<file path="src/rtl/nano_pic_if.sv">
// CPU-side signal bundle for the nano_pic interrupt controller: interrupt
// sources, the INT_REQ/INT_ACK handshake, the device-select I/O bus and the vector drive.
interface nano_pic_if;
  logic [7:0] irq;
  logic       int_ena;
  logic       int_ack;
  logic       int_req_n;
  logic [3:0] ds;
  logic       rw;
  logic [7:0] bus_d;
  logic [7:0] rd_data;
  logic       rd_oe;
  logic [7:0] vec_out;
  logic       vec_oe;

  modport master (
    output irq, int_ena, int_ack, ds, rw, bus_d,
    input  int_req_n, rd_data, rd_oe, vec_out, vec_oe
  );

  modport slave (
    input  irq, int_ena, int_ack, ds, rw, bus_d,
    output int_req_n, rd_data, rd_oe, vec_out, vec_oe
  );
endinterface

</file>
<file path="src/rtl/nano_pic.sv">
// Eight-input priority interrupt controller for the nano CPU (irq[0] highest).
// Define PIC_NESTING_EN to let a higher-priority source preempt an in-service handler.
module nano_pic #(
  parameter logic [3:0] DEV_ADDR = 4'h4,
  parameter logic [7:0] VEC_BASE = 8'h20
) (
  input  logic       clk,
  input  logic       rst,
  nano_pic_if.slave  bus
);

  localparam logic [3:0] CMD_ADDR = DEV_ADDR + 4'd1;

  typedef enum logic {IDLE, REQ} state_t;

  state_t     state, state_next;
  logic [7:0] s1, s2, prev;
  logic [7:0] pending, mask, isr;
  logic [2:0] req_lvl;

  logic [7:0] edge_det, cand_vec, ack_bit, pending_clr, isr_clr, eoi_bit;
  logic [2:0] cand_lvl, isr_lvl;
  logic       cand_valid, wr_mask, wr_cmd;

  function automatic logic [2:0] lowest_set(input logic [7:0] v);
    lowest_set = 3'd0;
    for (int i = 7; i >= 0; i--)
      if (v[i]) lowest_set = 3'(i);
  endfunction

  assign edge_det = s2 & ~prev;
  assign wr_mask  = (bus.ds == DEV_ADDR) && bus.rw;
  assign wr_cmd   = (bus.ds == CMD_ADDR) && bus.rw;
  assign cand_vec = pending & ~mask;
  assign cand_lvl = lowest_set(cand_vec);
  assign isr_lvl  = lowest_set(isr);

`ifdef PIC_NESTING_EN
  assign cand_valid = (|cand_vec) && ((isr == 8'h00) || (cand_lvl < isr_lvl));
`else
  assign cand_valid = (|cand_vec) && (isr == 8'h00);
`endif

  // NOTE: every signal assigned in an always_comb gets a default first, so no path can infer a latch.
  always_comb begin
    ack_bit          = 8'h00;
    ack_bit[req_lvl] = bus.int_ack;
    eoi_bit          = 8'h00;
    eoi_bit[isr_lvl] = wr_cmd && bus_d_bit(7) && (|isr);
    isr_clr          = eoi_bit;
    if (wr_cmd && bus_d_bit(5))
      isr_clr[bus.bus_d[2:0]] = 1'b1;
    pending_clr      = ack_bit | ((wr_cmd && bus_d_bit(6)) ? 8'hFF : 8'h00);
  end

  function automatic logic bus_d_bit(input int idx);
    return bus.bus_d[idx];
  endfunction

  // NOTE: state is updated with non-blocking assignments; reset is synchronous and wins over everything, including int_ack.
  always_ff @(posedge clk) begin
    if (rst) begin
      s1      <= 8'h00;
      s2      <= 8'h00;
      prev    <= 8'h00;
      pending <= 8'h00;
      mask    <= 8'hFF;
      isr     <= 8'h00;
      req_lvl <= 3'd0;
    end else begin
      s1      <= bus.irq;
      s2      <= s1;
      prev    <= s2;
      // A new edge beats a clear landing in the same clock.
      pending <= (pending & ~pending_clr) | edge_det;
      isr     <= (isr & ~isr_clr) | ack_bit;
      if (wr_mask)
        mask <= bus.bus_d;
      if (cand_valid && !bus.int_ack)
        req_lvl <= cand_lvl;
    end
  end

  always_ff @(posedge clk) begin
    if (rst) state <= IDLE;
    else     state <= state_next;
  end

  always_comb begin
    state_next = state;
    unique case (state)
      IDLE: if (cand_valid && bus.int_ena && !bus.int_ack) state_next = REQ;
      REQ:  if (!cand_valid || !bus.int_ena || bus.int_ack) state_next = IDLE;
      default: state_next = IDLE;
    endcase
  end

  always_comb begin
    bus.int_req_n = (state != REQ);
  end

  assign bus.vec_oe  = bus.int_ack;
  assign bus.vec_out = {VEC_BASE[7:5], req_lvl, 2'b00};

  always_comb begin
    bus.rd_oe   = 1'b0;
    bus.rd_data = 8'h00;
    if (!bus.rw && (bus.ds == DEV_ADDR)) begin
      bus.rd_oe   = 1'b1;
      bus.rd_data = pending;
    end else if (!bus.rw && (bus.ds == CMD_ADDR)) begin
      bus.rd_oe   = 1'b1;
      bus.rd_data = isr;
    end
  end

endmodule
</file>
<file path="src/flat_wrapper.sv">
// flat-port wrapper written by rule: the top's interface ports become plain ports
module nano_pic_flat 
#(
  parameter logic [3:0] DEV_ADDR = 4'h4,
  parameter logic [7:0] VEC_BASE = 8'h20
)
  (clk, rst, bus_irq, bus_int_ena, bus_int_ack, bus_ds, bus_rw, bus_bus_d, bus_int_req_n, bus_rd_data, bus_rd_oe, bus_vec_out, bus_vec_oe);
  nano_pic_if bus_i ();
  input  logic clk;
  input  logic rst;
  input wire logic [$bits(bus_i.irq)-1:0] bus_irq;
  input wire logic [$bits(bus_i.int_ena)-1:0] bus_int_ena;
  input wire logic [$bits(bus_i.int_ack)-1:0] bus_int_ack;
  input wire logic [$bits(bus_i.ds)-1:0] bus_ds;
  input wire logic [$bits(bus_i.rw)-1:0] bus_rw;
  input wire logic [$bits(bus_i.bus_d)-1:0] bus_bus_d;
  output wire logic [$bits(bus_i.int_req_n)-1:0] bus_int_req_n;
  output wire logic [$bits(bus_i.rd_data)-1:0] bus_rd_data;
  output wire logic [$bits(bus_i.rd_oe)-1:0] bus_rd_oe;
  output wire logic [$bits(bus_i.vec_out)-1:0] bus_vec_out;
  output wire logic [$bits(bus_i.vec_oe)-1:0] bus_vec_oe;
  assign bus_i.irq = bus_irq;
  assign bus_i.int_ena = bus_int_ena;
  assign bus_i.int_ack = bus_int_ack;
  assign bus_i.ds = bus_ds;
  assign bus_i.rw = bus_rw;
  assign bus_i.bus_d = bus_bus_d;
  assign bus_int_req_n = bus_i.int_req_n;
  assign bus_rd_data = bus_i.rd_data;
  assign bus_rd_oe = bus_i.rd_oe;
  assign bus_vec_out = bus_i.vec_out;
  assign bus_vec_oe = bus_i.vec_oe;
  nano_pic #(.DEV_ADDR(DEV_ADDR), .VEC_BASE(VEC_BASE)) u_core (.clk(clk), .rst(rst), .bus(bus_i));
endmodule
</file>
<file path="config.mk">
export PLATFORM = sky130hd
export DESIGN_NAME = nano_pic_flat
export DESIGN_NICKNAME = d
export VERILOG_FILES = /design/src/rtl/nano_pic_if.sv /design/src/rtl/nano_pic.sv /design/src/flat_wrapper.sv
export SDC_FILE = /design/constraint.sdc
export NUM_CORES = 1
export LEC_CHECK = 0
export CORE_AREA = 2 2 68 70
export CTS_BUF_LIST = sky130_fd_sc_hd__clkbuf_8
export DETAILED_ROUTE_END_ITERATION = 8
export DIE_AREA = 0 0 70 72
export GPL_TIMING_DRIVEN = 0
export MAX_ROUTING_LAYER = met4
export PLACE_DENSITY = 0.8
export SYNTH_ARGS = -nofsm -noshare
export SYNTH_HDL_FRONTEND = slang
export SYNTH_SLANG_ARGS = --single-unit
</file>
<file path="constraint.sdc">
create_clock -name clk -period 2.1 [get_ports clk]
set_input_delay 0.525 -clock clk [delete_from_list [all_inputs] [get_ports clk]]
set_output_delay 0.525 -clock clk [all_outputs]
set_load 0.005 [all_outputs]
</file>
==> results of run 1 <==
through the flow:
step	cells	TNS (ns)	worst slack [ns]	hold slack, ns
after floorplan	240	0	0.0711	0.414
after global placement	329	-9.31	-0.884	0.417
after detailed placement	329	-9.79	-0.939	0.424
after CTS	345	0	0.000328	0.447
after global routing	345	-0.00487	-0.00487	0.462
final	345	0	0.00667	0.445
worst max-delay path by stage:
stage	end	cells after the start
2_1_floorplan	bus_rd_data[0]	3
3_3_place_gp	bus_rd_data[4]	5
3_5_place_dp	bus_rd_data[0]	5
4_1_cts	bus_rd_data[3]	4
5_1_grt	bus_rd_data[2]	5
6_report	bus_rd_data[6]	5
kinds of logic (layout without fill, tap and decap cells):
kind of cell,count (synthesis),count (layout),synth area share [%]
muxes,8,8,3.64
and+or+nand+nor,107,108,28.5
AOI/OAI and AO/OA,43,43,14.8
DFF,52,52,47.3
buffers and inverters,25,77,5.40
other,2,5,0.341
where the power goes:
part           internal, W  leakage, nW  switching (W)
logic            0.0000982        0.572      0.0000776
clock network     0.000359       0.0548       0.000343
registers          0.00102        0.425      0.0000180
total              0.00148         1.05       0.000439
cells in the mapped netlist (3+ instances only):
library cell	number
dfxtp_1	52
nor2b_1	44
nor2_1	19
nand2_1	14
a21oi_1	11
inv_1	11
nand3_1	9
a211o_1	8
mux2i_1	8
o2bb2ai_1	8
buf_4	6
clkbuf_1	6
o21ai_0	5
nand2b_1	4
nor3_1	3
layer usage:
layer | GRT usage, % | up-vias
met5 | - | -
met4 | 9.83 | 0
met3 | 5.56 | 15
met2 | 35.7 | 56
met1 | 24.1 | 821
li1 | - | 914
cell type report:
cell class              count  area [sq um]  share of cell area, %
plain buffers              13          80.1                   2.83
clock buffers               5          68.8                   2.43
clock inverters             3          46.3                   1.64
inverters                  11          41.3                   1.46
multi-input cells         164          1080                   38.2
flip-flops and latches     52          1040                   36.8
well taps                  52          65.1                   2.30
repair buffers             45           403                   14.3
state kept, by name, indices dropped and copies added, names as in the netlist:
signal / count
u_core.s1: 8
u_core.mask: 8
u_core.state: 1
u_core.isr: 8
u_core.pending: 8
u_core.prev: 8
u_core.s2: 8
u_core.req_lvl: 3
layout by cell type, fill, tap and decap left out, drive strengths merged, types with 4 or more instances in the layout:
master	n
a21oi	11
conb	5
o2bb2ai	8
nand2b	4
buf	27
clkdlybuf4s50	22
clkbuf	10
nor2	19
nand3	9
mux2i	8
nand2	14
nor2b	44
inv	12
dfxtp	52
a211o	8
o21ai	5
worst max-delay path, delay by kind of cell:
kind	cells	cell delay, ns
buffers and inverters	3	0.39
and+or+nand+nor	2	0.67
repair_timing:
action	4_1_cts	5_1_grt
buffers inserted	8	0
endpoints found under the hold margin	0	0
cloned	1	0
gates resized for setup	59	4
setup endpoints to repair	10	5
pin swaps	7	2
==> results.toml, run 1 <==
[pwr]
power.leakage_nw = 1.05
totalPowerFinal_w = 0.00191
power_density_nw_per_um2 = 677
max-vdd-ir-drop_mv = 0.494

[global_route]
grt_pass1_vias = 1773
grt_usage_pct = 21.3
antenna_found_initial = 0
grt_max_degree = 18
grt.overflow.total = 0
grt_pass1_wl_mm = 8.17

[sta]
rsz0062_at_grt = "true"
layout_min_cycle_time_ns = 2.09
final.setup_skew_ns = 0.00768
fmax_mhz = 478
hold_violations = 0
finalMaxSlewViolations = 0
finalSetupViolCount = 0
timing.final.crit_share_pct = 99.7

[route]
num_vias = 1806
top_layer_used = "met4"
wl_per_cell_um = 14.2
drtPass1Iterations = 4
drcViolationCount = 0
ant_nets = 0
dr_wl_met3_um = 276
dr_wl_met2_mm = 2.38
drtIter0Drc = 141
routed_via_density = 5.23
drt-met1-wl_mm = 2.10
wl_mm = 4.90

[setup_path]
crit_type = "input pin to primary output"
worstPathArrival_ns = 1.57
required_ns = 1.57
slowest_delay_ns = 0.59
crit_chain = "buf_2 -> or4b_4 -> buf_6 -> nor2_2 -> buf_2"
cp_common_cell = "buf_2"
reg2reg_depth = 5
cpMaxStageDelayCell = "or4b_4"
endpoint_kind = "primary output"
crit_fanout = 4
start_kind = "input pin"
ff2ff_setup_slack_ns = 0.46
crit-reg2reg-launch = "u_core.isr[3]"
startpoint = "bus_ds[1]"
r2r_end = "u_core.req_lvl[0]"

[clock_network]
ctsHoldBuffers = 0
cts_max_level = 2
cts_buffer_depth = 2
clockRootBuffer = "clkbuf_8"
clock-sinks = 52
clkTransAtPathRegs_ns = 0.10
numCtsBuffers = 5
clk_latency_ns = 0.31
cts_tree = "built"

[floorplan]
rows = 24
dieArea_sq_um = 5040
die_y_um = 72
die_x_um = 70
start_util_pct = 51.6
core_area_sq_um = 4260
ios = 44

[synth]
syn_inst = 237
ys_async_sr_fraction_pct = 0
yosys_register_bits = 52
synth_top_area_share_pct = 47.3
seq_area_frac_synth_pct = 47.3
synth_top_cell_by_area = "dfxtp_1"
synth_area_sq_um = 2200
yosys-top-cells-area = "dfxtp_1 (47%), nor2b_1 (13%), mux2i_1 (3.6%), nor2_1 (3.2%), a211o_1 (3.2%)"
post_synth.cell_area_avg_sq_um = 9.28
synthFlopType = "dfxtp_1"
yosys_warnings = 0
synth.distinct_cells = 40
synth_edf_count = 0

[hold_path]
worstHoldStart = "u_core.s1[1]"
hold_depth = 1
hold_class = "register to register"
holdPathEnd = "u_core.s2[1]"

[layout]
fillers = 375
drive_above_1_share_pct = 16.4
diodes = 0
final_core_util_pct = 66.3
stdcell_area_sq_um = 2830
layout.nets = 317
syn2layout_area_growth_pct = 28.5

[placement]
gp_congestion = 0.911
port_buffers = 37
post_dp_cell_area_sq_um = 2650
dp_hpwl_mm = 3.52

[run]
maxCapViolations = 0

[status]
status = "completed"
No activity file was read; power rests on OpenSTA's default activity.
==> inputs of run 2 (changes only) <==
Settings changed: CORE_AREA 2 2 68 70 to 2 2 73 75, DIE_AREA 0 0 70 72 to 0 0 75 77, PLACE_DENSITY 0.8 to 0.7.
==> run 2 against run 1 <==
Against the previous run: cell area is essentially flat; maximum frequency increased by 1.3%; hold slack worse by 0.0026 ns; routed wire length fell by 4.5%; final cell count rose by 4.6%; clock-buffer cell count did not move; clock skew grew 0.0022 ns; total power fell by 1.9%; via count fell by 2.8%; highest routed layer unchanged; first-iteration DRC count shrank 48%; sequential power hardly changed; critical endpoint unchanged; worst setup slack improved by 0.027 ns.
==> results.toml, run 2 (synthesis gave the netlist of run 1 again) <==
[status]
status = "completed"

[route]
wl_per_cell_um = 13.0
wl_mm = 4.68
routed_via_density = 4.86
num_vias = 1756
drtPass1Iterations = 4
ant_nets = 0
drtIter0Drc = 73
drcViolationCount = 0

[global_route]
grt_max_degree = 17
grt_pass1_wl_mm = 7.79
grt.overflow.total = 0
grt_usage_pct = 18.1
grt_pass1_vias = 1654
antenna_found_initial = 0

[setup_path]
endpoint_kind = "primary output"
cp_top_family = "simple AND/OR/NAND/NOR gates"
path_buf_inv = 3
slowest_delay_ns = 0.55
crit_type = "input pin to primary output"
cpMaxStageDelayCell = "or4b_4"
cp_common_cell = "buf_2"
ff2ff_setup_slack_ns = 0.44
crit_fanout = 3
worstPathArrival_ns = 1.54
required_ns = 1.57
crit_chain = "buf_2 -> or4b_4 -> buf_6 -> nor2_4 -> buf_2"
start_kind = "input pin"

[clock_network]
cts_tree = "built"
clock-sinks = 52
clk_latency_ns = 0.31
cts_max_level = 2
numCtsBuffers = 5
clkTransAtPathRegs_ns = 0.08
clockRootBuffer = "clkbuf_8"
ctsHoldBuffers = 0
cts_buffer_depth = 2

[layout]
layout.nets = 315
stdcell_count = 361
syn2layout_area_growth_pct = 28.6
stdcell_area_sq_um = 2830
drive_above_1_share_pct = 17.2
diodes = 0
final_cell_mix = "dfxtp_1 (52), nor2b_1 (44), clkdlybuf4s50_1 (22)"
layout_commonest_cell = "dfxtp_1"

[floorplan]
rows = 26
dieArea_sq_um = 5780
die_y_um = 77
ios = 44
core_area_sq_um = 4980
start_util_pct = 44.2
die_x_um = 75

[placement]
post_dp_cell_area_sq_um = 2670
port_buffers = 37
gp_congestion = 0.868
dp_hpwl_mm = 3.50
placed_cells = 347

[pwr]
seqPwrFrac_pct = 55.2
clock_power_share_pct = 35.8
combPwrFrac_pct = 9.1
intPower_w = 0.00147
power.switching_w = 0.000412
power.leakage_nw = 1.04
power_density_nw_per_um2 = 664
totalPowerFinal_w = 0.00188
max-vdd-ir-drop_mv = 0.447
switching_share_pct = 21.9

[run]
maxCapViolations = 0

[sta]
finalMaxSlewViolations = 0
timing.final.crit_share_pct = 98.4
finalSetupViolCount = 0
rsz0062_at_grt = "false"
final.setup_skew_ns = 0.00983
layout_min_cycle_time_ns = 2.07
fmax_mhz = 484
fin_tns_setup_ns = 0
hold_violations = 0

[hold_path]
hold_class = "register to register"
[run 2: final timing paths]
| kind | start | endpoint | cells after the start |
|---|---|---|---|
| worst max register to register | u_core.isr[3] | u_core.req_lvl[0] | 5 |
| worst min register to register | u_core.s1[6] | u_core.s2[6] | 1 |
| worst max-delay path | bus_ds[3] | bus_rd_data[6] | 5 |
| worst min-delay path | u_core.s1[6] | u_core.s2[6] | 1 |
[run 2: what timing repair did]
action | CTS | global route
pin swaps | 6 | 2
resized for setup | 65 | 6
buffers inserted | 6 | 0
cloned | 2 | 0
endpoints found under the setup margin | 10 | 6
[run 2: power by group through the flow]
stage / combinational, W / sequential (W) / clock (W)
global route: 0.000188 / 0.00104 / 0.000740
global placement: 0.000159 / 0.00106 / 0
CTS: 0.000171 / 0.00104 / 0.000691
detailed placement: 0.000162 / 0.00106 / 0
finish: 0.000170 / 0.00104 / 0.000672
floorplan: 0.0000891 / 0.00105 / 0
[run 2: routing by layer]
layer / share of wire (%) / GRT usage, % / vias up
li1: - / - / 911
met5: 0 / - / -
met2: 48 / 28.3 / 40
met3: 5.1 / 4.47 / 5
met4: 1.2 / 4.82 / 0
met1: 45 / 23.1 / 800
[run 2: worst reg2reg max path, stage by stage, from the launching register on]
cell and delay, ns:
dfxtp_1 0.35, or3_4 0.41, nand4bb_4 0.26, a31oi_4 0.23, nor2_1 0.06, a311oi_1 0.27
[run 2: final cells by class]
class / instances / area (sq um)
buffer: 13 / 80.1
multi-input combinational: 164 / 1090
sequential: 52 / 1040
timing repair buffer: 43 / 373
inverter: 11 / 41.3
clock inverter: 3 / 42.5
tap: 70 / 87.6
clock buffer: 5 / 68.8
fill: 477 / 2150
[run 2: through the flow]
stage	worst slack, ns	utilization, %	hold WS [ns]
after floorplan	0.0711	-	0.414
after global placement	-0.883	53.6	0.418
after detailed placement	-0.941	53.6	0.426
after CTS	0.0148	56.8	0.447
after global routing	0.00124	56.8	0.456
final	0.0340	56.8	0.443
